### src/rtl/password_lock_n_pkg.sv
// Shared types and sizing helpers for the parametrised digit-sequence lock.
package pwd_lock_pkg;

  typedef enum logic [2:0] {
    IDLE,
    ENTRY,
    CHECK,
    ADMIT,
    PROGRAM,
    LOCKOUT
  } state_t;

  // Width of a counter that must hold 0..max_val inclusive.
  function automatic int unsigned cnt_w(input int unsigned max_val);
    return (max_val < 1) ? 1 : $clog2(max_val + 1);
  endfunction

  function automatic int unsigned max3(input int unsigned a, input int unsigned b,
                                       input int unsigned c);
    int unsigned m;
    m = (a > b) ? a : b;
    return (m > c) ? m : c;
  endfunction

  // Digit 0 occupies the MSBs of a packed digit vector.
  function automatic int unsigned slot_lsb(input int unsigned digits, input int unsigned digit_w,
                                           input int unsigned idx);
    return (digits - 1 - idx) * digit_w;
  endfunction

endpackage

### src/rtl/password_lock_n_if.sv
// Board-side signal bundle of password_lock_n: switches/button in, status/display out.
interface password_lock_n_if #(
  parameter int unsigned DIGITS    = 4,
  parameter int unsigned DIGIT_W   = 4,
  parameter int unsigned MAX_FAILS = 3
);
  localparam int unsigned FC_W = pwd_lock_pkg::cnt_w(MAX_FAILS);

  logic                        enter_btn;
  logic [DIGIT_W-1:0]          digit_in;
  logic                        prog_req;
  logic                        admitted;
  logic                        locked;
  logic                        fail;
  logic [DIGITS-1:0]           progress;
  logic [DIGITS*DIGIT_W-1:0]   entered;
  logic [FC_W-1:0]             fail_count;
  logic                        prog_active;

  modport master (
    output enter_btn, digit_in, prog_req,
    input  admitted, locked, fail, progress, entered, fail_count, prog_active
  );

  modport slave (
    input  enter_btn, digit_in, prog_req,
    output admitted, locked, fail, progress, entered, fail_count, prog_active
  );
endinterface

### src/rtl/btn_sync_edge.sv
// Two-flop synchroniser for an asynchronous button plus one-cycle rising-edge pulse.
module btn_sync_edge (
  input  logic clk,
  input  logic rst,
  input  logic btn,
  output logic pulse
);
  logic [2:0] sh;

  always_ff @(posedge clk or negedge rst) begin
    if (!rst) sh <= '0;
    else      sh <= {sh[1:0], btn};
  end

  assign pulse = sh[1] & ~sh[2];
endmodule

### src/rtl/password_lock_n.sv
// Digit-sequence lock: whole-sequence compare, programmable password, timeout, admit and lockout.
module password_lock_n #(
  parameter int unsigned                   DIGITS         = 4,
  parameter int unsigned                   DIGIT_W        = 4,
  parameter logic [DIGITS*DIGIT_W-1:0]     DEFAULT_PWD    = {4'd1, 4'd7, 4'd1, 4'd2},
  parameter int unsigned                   MAX_FAILS      = 3,
  parameter int unsigned                   LOCKOUT_CYCLES = 1000,
  parameter int unsigned                   TIMEOUT_CYCLES = 500,
  parameter int unsigned                   ADMIT_CYCLES   = 100
) (
  input logic               clk,
  input logic               rst,
  password_lock_n_if.slave  bus
);
  import pwd_lock_pkg::*;

  localparam int unsigned PW    = DIGITS * DIGIT_W;
  localparam int unsigned IDX_W = cnt_w(DIGITS);
  localparam int unsigned FC_W  = cnt_w(MAX_FAILS);
  localparam int unsigned TMR_W = cnt_w(max3(LOCKOUT_CYCLES, TIMEOUT_CYCLES, ADMIT_CYCLES));

  localparam logic [IDX_W-1:0]  LAST_IDX   = IDX_W'(DIGITS - 1);
  localparam logic [FC_W-1:0]   FAIL_LIMIT = FC_W'(MAX_FAILS);
  localparam logic [TMR_W-1:0]  TO_END     = TMR_W'(TIMEOUT_CYCLES - 1);
  localparam logic [TMR_W-1:0]  ADMIT_END  = TMR_W'(ADMIT_CYCLES - 1);
  localparam logic [TMR_W-1:0]  LOCK_END   = TMR_W'(LOCKOUT_CYCLES - 1);
  localparam logic [PW-1:0]     DIGIT_MASK = PW'({DIGIT_W{1'b1}});
  localparam logic [DIGITS-1:0] SLOT0      = DIGITS'(1);

  state_t            state, state_n;
  logic [IDX_W-1:0]  idx, idx_n;
  logic [PW-1:0]     entered, entered_n, pwd, pwd_n, captured;
  logic [DIGITS-1:0] progress, progress_n, progress_cap;
  logic [FC_W-1:0]   fail_count, fail_count_n;
  logic [TMR_W-1:0]  timer, timer_n;
  logic              fail_q, fail_n;
  logic              enter_p;
  logic              last_digit;
  int unsigned       lsb;

  btn_sync_edge u_btn (
    .clk   (clk),
    .rst   (rst),
    .btn   (bus.enter_btn),
    .pulse (enter_p)
  );

  // Datapath views of "capture digit_in into slot idx", shared by IDLE, ENTRY and PROGRAM.
  always_comb begin
    lsb          = slot_lsb(DIGITS, DIGIT_W, 32'(idx));
    captured     = (entered & ~(DIGIT_MASK << lsb)) | (PW'(bus.digit_in) << lsb);
    progress_cap = progress | (SLOT0 << idx);
    last_digit   = (idx == LAST_IDX);
  end

  always_comb begin
    state_n      = state;
    idx_n        = idx;
    entered_n    = entered;
    progress_n   = progress;
    pwd_n        = pwd;
    fail_count_n = fail_count;
    timer_n      = timer;
    fail_n       = 1'b0;
    unique case (state)
      IDLE, ENTRY, PROGRAM: begin
        if (enter_p) begin
          entered_n  = captured;
          progress_n = progress_cap;
          idx_n      = idx + 1'b1;
          timer_n    = '0;
          if (last_digit) begin
            if (state == PROGRAM) begin
              pwd_n      = captured;
              entered_n  = '0;
              progress_n = '0;
              idx_n      = '0;
              state_n    = IDLE;
            end else begin
              state_n = CHECK;
            end
          end else begin
            state_n = (state == IDLE) ? ENTRY : state;
          end
        end else if (state != IDLE) begin
          // Abort discards the partial entry; pwd is only written on the final digit.
          if (timer == TO_END) begin
            entered_n  = '0;
            progress_n = '0;
            idx_n      = '0;
            timer_n    = '0;
            state_n    = IDLE;
          end else begin
            timer_n = timer + 1'b1;
          end
        end
      end
      CHECK: begin
        entered_n  = '0;
        progress_n = '0;
        idx_n      = '0;
        timer_n    = '0;
        if (entered == pwd) begin
          fail_count_n = '0;
          state_n      = ADMIT;
        end else begin
          fail_n       = 1'b1;
          fail_count_n = fail_count + 1'b1;
          state_n      = (fail_count_n == FAIL_LIMIT) ? LOCKOUT : IDLE;
        end
      end
      ADMIT: begin
        if (enter_p && bus.prog_req) begin
          timer_n = '0;
          state_n = PROGRAM;
        end else if (timer == ADMIT_END) begin
          timer_n = '0;
          state_n = IDLE;
        end else begin
          timer_n = timer + 1'b1;
        end
      end
      LOCKOUT: begin
        if (timer == LOCK_END) begin
          timer_n      = '0;
          fail_count_n = '0;
          state_n      = IDLE;
        end else begin
          timer_n = timer + 1'b1;
        end
      end
      default: state_n = IDLE;
    endcase
  end

  always_ff @(posedge clk or negedge rst) begin
    if (!rst) begin
      state      <= IDLE;
      idx        <= '0;
      entered    <= '0;
      progress   <= '0;
      pwd        <= DEFAULT_PWD;
      fail_count <= '0;
      timer      <= '0;
      fail_q     <= 1'b0;
    end else begin
      state      <= state_n;
      idx        <= idx_n;
      entered    <= entered_n;
      progress   <= progress_n;
      pwd        <= pwd_n;
      fail_count <= fail_count_n;
      timer      <= timer_n;
      fail_q     <= fail_n;
    end
  end

  assign bus.admitted    = (state == ADMIT);
  assign bus.locked      = (state == LOCKOUT);
  assign bus.prog_active = (state == PROGRAM);
  assign bus.fail        = fail_q;
  assign bus.progress    = progress;
  assign bus.entered     = entered;
  assign bus.fail_count  = fail_count;
endmodule

### src/flat_wrapper.sv
// flat-port wrapper written by rule: the top's interface ports become plain ports
module password_lock_n_flat import pwd_lock_pkg::*;
#(
  parameter int unsigned                   DIGITS         = 4,
  parameter int unsigned                   DIGIT_W        = 4,
  parameter logic [DIGITS*DIGIT_W-1:0]     DEFAULT_PWD    = {4'd1, 4'd7, 4'd1, 4'd2},
  parameter int unsigned                   MAX_FAILS      = 3,
  parameter int unsigned                   LOCKOUT_CYCLES = 1000,
  parameter int unsigned                   TIMEOUT_CYCLES = 500,
  parameter int unsigned                   ADMIT_CYCLES   = 100
)
  (clk, rst, bus_enter_btn, bus_digit_in, bus_prog_req, bus_admitted, bus_locked, bus_fail, bus_progress, bus_entered, bus_fail_count, bus_prog_active);
  password_lock_n_if #(.DIGITS(DIGITS), .DIGIT_W(DIGIT_W), .MAX_FAILS(MAX_FAILS)) bus_i ();
  input logic clk;
  input logic rst;
  input wire logic [$bits(bus_i.enter_btn)-1:0] bus_enter_btn;
  input wire logic [$bits(bus_i.digit_in)-1:0] bus_digit_in;
  input wire logic [$bits(bus_i.prog_req)-1:0] bus_prog_req;
  output wire logic [$bits(bus_i.admitted)-1:0] bus_admitted;
  output wire logic [$bits(bus_i.locked)-1:0] bus_locked;
  output wire logic [$bits(bus_i.fail)-1:0] bus_fail;
  output wire logic [$bits(bus_i.progress)-1:0] bus_progress;
  output wire logic [$bits(bus_i.entered)-1:0] bus_entered;
  output wire logic [$bits(bus_i.fail_count)-1:0] bus_fail_count;
  output wire logic [$bits(bus_i.prog_active)-1:0] bus_prog_active;
  assign bus_i.enter_btn = bus_enter_btn;
  assign bus_i.digit_in = bus_digit_in;
  assign bus_i.prog_req = bus_prog_req;
  assign bus_admitted = bus_i.admitted;
  assign bus_locked = bus_i.locked;
  assign bus_fail = bus_i.fail;
  assign bus_progress = bus_i.progress;
  assign bus_entered = bus_i.entered;
  assign bus_fail_count = bus_i.fail_count;
  assign bus_prog_active = bus_i.prog_active;
  password_lock_n #(.DIGITS(DIGITS), .DIGIT_W(DIGIT_W), .DEFAULT_PWD(DEFAULT_PWD), .MAX_FAILS(MAX_FAILS), .LOCKOUT_CYCLES(LOCKOUT_CYCLES), .TIMEOUT_CYCLES(TIMEOUT_CYCLES), .ADMIT_CYCLES(ADMIT_CYCLES)) u_core (.clk(clk), .rst(rst), .bus(bus_i));
endmodule
### config.mk
export PLATFORM = sky130hd
export DESIGN_NAME = password_lock_n_flat
export DESIGN_NICKNAME = d
export VERILOG_FILES = /design/src/rtl/password_lock_n_pkg.sv /design/src/rtl/password_lock_n_if.sv /design/src/rtl/btn_sync_edge.sv /design/src/rtl/password_lock_n.sv /design/src/flat_wrapper.sv
export SDC_FILE = /design/constraint.sdc
export NUM_CORES = 1
export LEC_CHECK = 0
export ABC_CLOCK_PERIOD_IN_PS = 6500
export CAP_MARGIN = 25
export CELL_PAD_IN_SITES_DETAIL_PLACEMENT = 1
export CELL_PAD_IN_SITES_GLOBAL_PLACEMENT = 1
export CORE_AREA = 2 2 82 84
export CTS_BUF_LIST = sky130_fd_sc_hd__clkbuf_8
export CTS_CLUSTER_DIAMETER = 150
export DETAILED_ROUTE_END_ITERATION = 10
export DIE_AREA = 0 0 84 86
export PLACE_DENSITY_LB_ADDON = 0.05
export RECOVER_POWER = 100
export SLEW_MARGIN = 20
export SYNTH_ARGS = -nofsm -noshare
export SYNTH_HDL_FRONTEND = slang
export SYNTH_SLANG_ARGS = --single-unit
### constraint.sdc
create_clock -name clk -period 6.5 [get_ports clk]
set_input_delay 1.95 -clock clk [delete_from_list [all_inputs] [get_ports clk]]
set_output_delay 1.95 -clock clk [all_outputs]
set_load 0.01 [all_outputs]
==> out/metrics.cfg, run 1 <==
[status]
outcome=complete, but fails checks
violations=max-capacitance violations, max-slew violations

[worst_setup_path]
max_stage_delay_ps=2200
timing_worst_setup_path_type=primary input to async pin
crit_chain=buf_2 -> clkbuf_1
critPathMaxFanout=58
crit_family=buffers and inverters
cpMaxStageDelayCell=clkbuf_1
cp-start-kind=primary input
end_kind=async pin
r2r_setup_slack_ps=2870
worst-path-buf-inv=2
worstPathRequired_ps=6250
cp.arrival_ps=4250

[sta]
hold_violations=0
slew_violations=59
fin_tns_setup_ps=0
tightest_slew_ps=3130
fmax_mhz=222
layout_setup_ws_ps=2000
setup_viol=0
rsz0062_at_grt=false
slew_headroom=-1.08
fin_crit_sh=0.692
skew_ps=7.06
fin_hold_ws_ps=347
fin_crit_ps=4500

[finish]
diodes=0
final_nets=344
drive_gt1_frac=0.0985
final_cells=412
area_growth_pct=17.6
final_cell_area_um2=3570

[clock_network]
cts_num_sinks=58
ctsRootBufferMaster=clkbuf_8
clk_pin_slew_ps=60
htreeDepth=3
ctsResizeCount=0
cts.path.max_buffers=2
cts_hold_buf=0
cts_buffers=9
cts_tree=built
clkLatencyLatePin_ps=340
cts_setup_buffers=0

[placed_design]
pre_cts_ws_ps=3070
port_buffers=33
placed_area_um2=3400
routabilityCongestion=0.786
dp_cells=395
dp_hpwl_um=5220

[global_routing]
gr-total-overflow=0
grt_max_degree=59
grt_pass1_wl_um=12500
grt_usage=0.223
antenna_found_initial=0
first_global_vias=2454

[power]
powerDensity_nw_per_um2=231
p_leak_nw=1.60
ir_worst_vdd_uv=132

[yosys]
synth_edf_count=0
ys_seq_elements=58
ys_types=48
syn_nets=312
yosys_warnings=0
synthArstFlopShare=1.00
synth_ff_type=dfrtp_1
netlist_area_um2=3030
ys_seq_area_frac=0.481
postSynthCellCount=298
syn_area_per_cell_um2=10.2

[route]
drt-pass1-iter-count=4
wl_per_cell_um=18.3
drt_iter0_markers=95
totalWireLength_um=7550
vias=2419
drc_errors=0
avgViaCountPerCell=5.87
route.antenna.remaining_nets=0

[floorplanning]
rows=29
die_width_um=84
die_area_um2=7220
start_util=0.483
die_y_um=86
io-pin-count=34
design.core.area_um2=6280

[flow_run]
max_cap_violations=1

[hold_path]
hold_class=flop to flop

-- where the power goes --
group          internal [mW]  switching, mW
logic                 0.0526         0.0711
clock network          0.154          0.144
registers              0.380         0.0231
total                  0.587          0.238
-- flip-flops by register name, indices dropped and copies added (netlist names) --
register,flops
u_core.state,3
u_core.idx,3
u_core.bus.fail,1
u_core.bus.entered,16
u_core.pwd,16
u_core.u_btn.sh,3
u_core.timer,10
u_core.bus.fail_count,2
u_core.bus.progress,4
-- per-stage QoR --
stage	power, mW	utilization
global placement	0.535	0.542
detailed placement	0.540	0.542
CTS	0.840	0.570
floorplan	0.487	-
finish	0.825	0.568
global route	0.864	0.568
-- placed cells by master (no fill, tap or decap), types with 4 or more instances in the layout --
cell | Yosys | routed
ha_1 | 6 | 6
xor2_1 | 22 | 22
dfrtp_1 | 52 | 52
mux2_2 | 5 | 5
nand2_1 | 14 | 14
nor4_1 | 8 | 9
nor2_1 | 31 | 31
nor2b_1 | 6 | 6
clkbuf_8 | 0 | 11
o21ai_0 | 12 | 16
a21oi_1 | 20 | 20
inv_1 | 10 | 12
a32o_1 | 16 | 16
dfstp_2 | 6 | 6
nand3_1 | 4 | 4
dlygate4sd3_1 | 0 | 32
a31oi_1 | 7 | 7
nand2b_1 | 4 | 4
nand4_1 | 4 | 4
nor3_1 | 6 | 6
mux2i_1 | 12 | 12
-- final cells by class --
cell class,count,area (um^2)
Inverter,10,37.5
Clock inverter,5,22.5
Sequential cell,58,1460
Multi-Input combinational cell,214,1450
Clock buffer,11,151
Timing Repair Buffer,37,349
Fill cell,706,2710
Tap cell,77,96.3
-- per-layer routing --
metal	part of all wire	track usage	up-vias
met5	0	0	-
met4	0.013	0.0704	0
met3	0.024	0.0462	10
met2	0.45	0.343	31
met1	0.51	0.319	1234
li1	-	-	1144
-- worst paths after layout --
kind,start,endpoint,cells past startpoint
worst max-delay path,rst,u_core.timer[8],2
worst min-delay path,u_core.u_btn.sh[0],u_core.u_btn.sh[1],0
worst max register to register,u_core.timer[0],u_core.bus.entered[14],6
worst min register to register,u_core.u_btn.sh[0],u_core.u_btn.sh[1],0
max in group clk,u_core.state[1],bus_prog_active,4
min in group asynchronous,rst,u_core.bus.fail_count[1],2
-- logic make-up (layout without fill, tap and decap cells) --
logic type	Yosys count	after routing	share of synthesized area
muxes	17	17	0.0582
and+or+nand+nor	93	93	0.161
AOI/OAI and AO/OA	73	73	0.167
DFF	58	58	0.481
adders and majority gates	7	7	0.0281
xor gates and xnor gates	24	24	0.0693
buffers and inverters	26	63	0.0359
-- cells in the mapped netlist (2+ instances only) --
cell / count / area, um^2
a21o_1: 2 / 15.0
a21oi_1: 20 / 100
a31oi_1: 7 / 43.8
a32o_1: 16 / 160
and3_1: 3 / 18.8
buf_1: 4 / 15.0
buf_2: 3 / 15.0
clkbuf_1: 8 / 30.0
dfrtp_1: 52 / 1300
dfstp_2: 6 / 158
ha_1: 6 / 75.1
inv_1: 10 / 37.5
mux2_2: 5 / 56.3
mux2i_1: 12 / 120
nand2_1: 14 / 52.6
nand2b_1: 4 / 25.0
nand3_1: 4 / 20.0
nand3b_1: 2 / 15.0
nand4_1: 4 / 25.0
nor2_1: 31 / 116
nor2b_1: 6 / 37.5
nor3_1: 6 / 30.0
nor3_2: 2 / 20.0
nor4_1: 8 / 50.1
o21ai_0: 12 / 60.1
o21ai_1: 3 / 15.0
o31ai_1: 3 / 22.5
or2_2: 2 / 12.5
or3_1: 2 / 12.5
xnor2_1: 2 / 17.5
xor2_1: 22 / 193
(Power assumes the default switching activity.)
==> inputs of run 2 (changes only) <==
--- a/config.mk
+++ b/config.mk
@@ -5,15 +5,15 @@
 export SDC_FILE = /design/constraint.sdc
 export NUM_CORES = 1
 export LEC_CHECK = 0
-export ABC_CLOCK_PERIOD_IN_PS = 6500
+export ABC_CLOCK_PERIOD_IN_PS = 3900
 export CAP_MARGIN = 25
 export CELL_PAD_IN_SITES_DETAIL_PLACEMENT = 1
 export CELL_PAD_IN_SITES_GLOBAL_PLACEMENT = 1
-export CORE_AREA = 2 2 82 84
+export CORE_AREA = 2 2 89 91
 export CTS_BUF_LIST = sky130_fd_sc_hd__clkbuf_8
 export CTS_CLUSTER_DIAMETER = 150
 export DETAILED_ROUTE_END_ITERATION = 10
-export DIE_AREA = 0 0 84 86
+export DIE_AREA = 0 0 91 93
 export PLACE_DENSITY_LB_ADDON = 0.05
 export RECOVER_POWER = 100
 export SLEW_MARGIN = 20
==> constraint.sdc (replaced) <==
create_clock -name clk -period 3.9 [get_ports clk]
set_input_delay 1.17 -clock clk [delete_from_list [all_inputs] [get_ports clk]]
set_output_delay 1.17 -clock clk [all_outputs]
set_load 0.01 [all_outputs]
==> run 2 against run 1 <==
Effect of this change: global-route usage down 3.1 points; the flow now finishes without violations; combinational power is 65% higher; critical path type is now flop to flop; via count shrank 2.4%; critical endpoint is now u_core.bus.entered[2]; cell area grew 2.2%.
==> out/metrics.cfg, run 2 (synthesis gave the netlist of run 1 again) <==
[route]
wl_per_cell_um=16.9
vias=2361
drc_errors=0
avgViaCountPerCell=5.38
drt_iter0_markers=95
route.antenna.remaining_nets=0
drt-pass1-iter-count=4
totalWireLength_um=7410

[worst_setup_path]
end_kind=flop
crit_end=u_core.bus.entered[2]
worstPathRequired_ps=4120
r2r_setup_slack_ps=640
critPathMaxFanout=28
r2r_end=u_core.bus.entered[2]
reg2reg_depth=6
r2r-start=u_core.timer[0]
cp.arrival_ps=3480
cp-start-kind=flop
timing_worst_setup_path_type=flop to flop
cp-startpoint=u_core.timer[0]

[sta]
slew_headroom=0.00930
fin_crit_ps=3260
setup_viol=0
hold_violations=0
slew_violations=0
fin_tns_setup_ps=0
rsz0062_at_grt=false
tightest_slew_ps=1490
fin_crit_sh=0.836
layout_setup_ws_ps=639
fin_hold_ws_ps=349
skew_ps=11.6
fmax_mhz=307

[power]
powerDensity_nw_per_um2=405
ir_worst_vdd_uv=306
p_leak_nw=1.61

[global_routing]
grt_max_degree=59
antenna_found_initial=0
grt_usage=0.192
gr-total-overflow=0
first_global_vias=2426
grt_pass1_wl_um=12600

[clock_network]
clkLatencyLatePin_ps=340
ctsResizeCount=0
cts_setup_buffers=0
cts_hold_buf=0
htreeDepth=3
cts.path.max_buffers=2
cts_num_sinks=58
clk_pin_slew_ps=70
cts_buffers=9
cts_tree=built
ctsRootBufferMaster=clkbuf_8

[placed_design]
dp_hpwl_um=5260
dp_cells=423
pre_cts_ws_ps=1180
port_buffers=33
routabilityCongestion=0.761
placed_area_um2=3460

[floorplanning]
die_width_um=91
die_y_um=93
io-pin-count=34
die_area_um2=8460
rows=32
start_util=0.403
design.core.area_um2=7530

[finish]
top_regs=u_core.bus.entered (16), u_core.pwd (16), u_core.timer (10)
diodes=0
final_common_cell=dfrtp_1
final_cells=439
final_cell_area_um2=3640
area_growth_pct=20.2
drive_gt1_frac=0.101
final_nets=346
final_cell_mix=dfrtp_1 (52), nor2_1 (31), dlygate4sd3_1 (31)

[hold_path]
hold_class=flop to flop
hp-start=u_core.u_btn.sh[0]

[status]
outcome=finished clean

[flow_run]
max_cap_violations=0

## run 2: cell count changes in the layout (fill, tap and decap cells not counted), sizes merged
cell,delta
bufinv,+2
clkdlybuf4s50,+1
clkinvlp,+1
dlygate4sd3,-1
inv,-1
## run 2: per-stage QoR
step	power (mW)	util
after floorplan	0.811	-
after global placement	0.896	0.459
after detailed placement	0.899	0.459
after CTS	1.51	0.487
after global routing	1.56	0.484
final	1.48	0.484
## run 2: critical path: stages, from the launching register on
cell and delay [ps]:
dfrtp_1 410, ha_1 230, or4b_1 530, nor4_1 370, o221a_1 970, o21ai_1 340
a32o_1 300
## run 2: worst min path at each step
stage	end	slack (ps)	cells past startpoint
finish	u_core.u_btn.sh[1]	350	0
global route	u_core.u_btn.sh[1]	370	0
CTS	u_core.u_btn.sh[1]	360	0
detailed placement	u_core.u_btn.sh[1]	340	0
global placement	u_core.u_btn.sh[1]	330	0
floorplan	u_core.u_btn.sh[1]	330	0
## run 2: final cells by class
class / count / area, um^2
timing repair buffer: 39 / 360
clock inverter: 7 / 86.3
inverter: 10 / 37.5
tap: 102 / 128
multi-input combinational: 214 / 1450
fill: 882 / 3880
clock buffer: 9 / 124
sequential: 58 / 1460
## run 2: routing by layer
metal | routed length [um] | vias up | GRT usage
met5 | 0 | - | 0
met4 | 99 | 0 | 0.0795
met3 | 182 | 8 | 0.0355
met2 | 3270 | 27 | 0.288
met1 | 3860 | 1176 | 0.274
li1 | - | 1150 | -
## run 2: power breakdown
| group | internal [mW] | leakage (nW) | switching (mW) |
|---|---|---|---|
| Combinational | 0.0890 | 0.769 | 0.115 |
| Sequential | 0.633 | 0.735 | 0.0388 |
| Clock | 0.354 | 0.110 | 0.246 |
| Total | 1.08 | 1.61 | 0.401 |
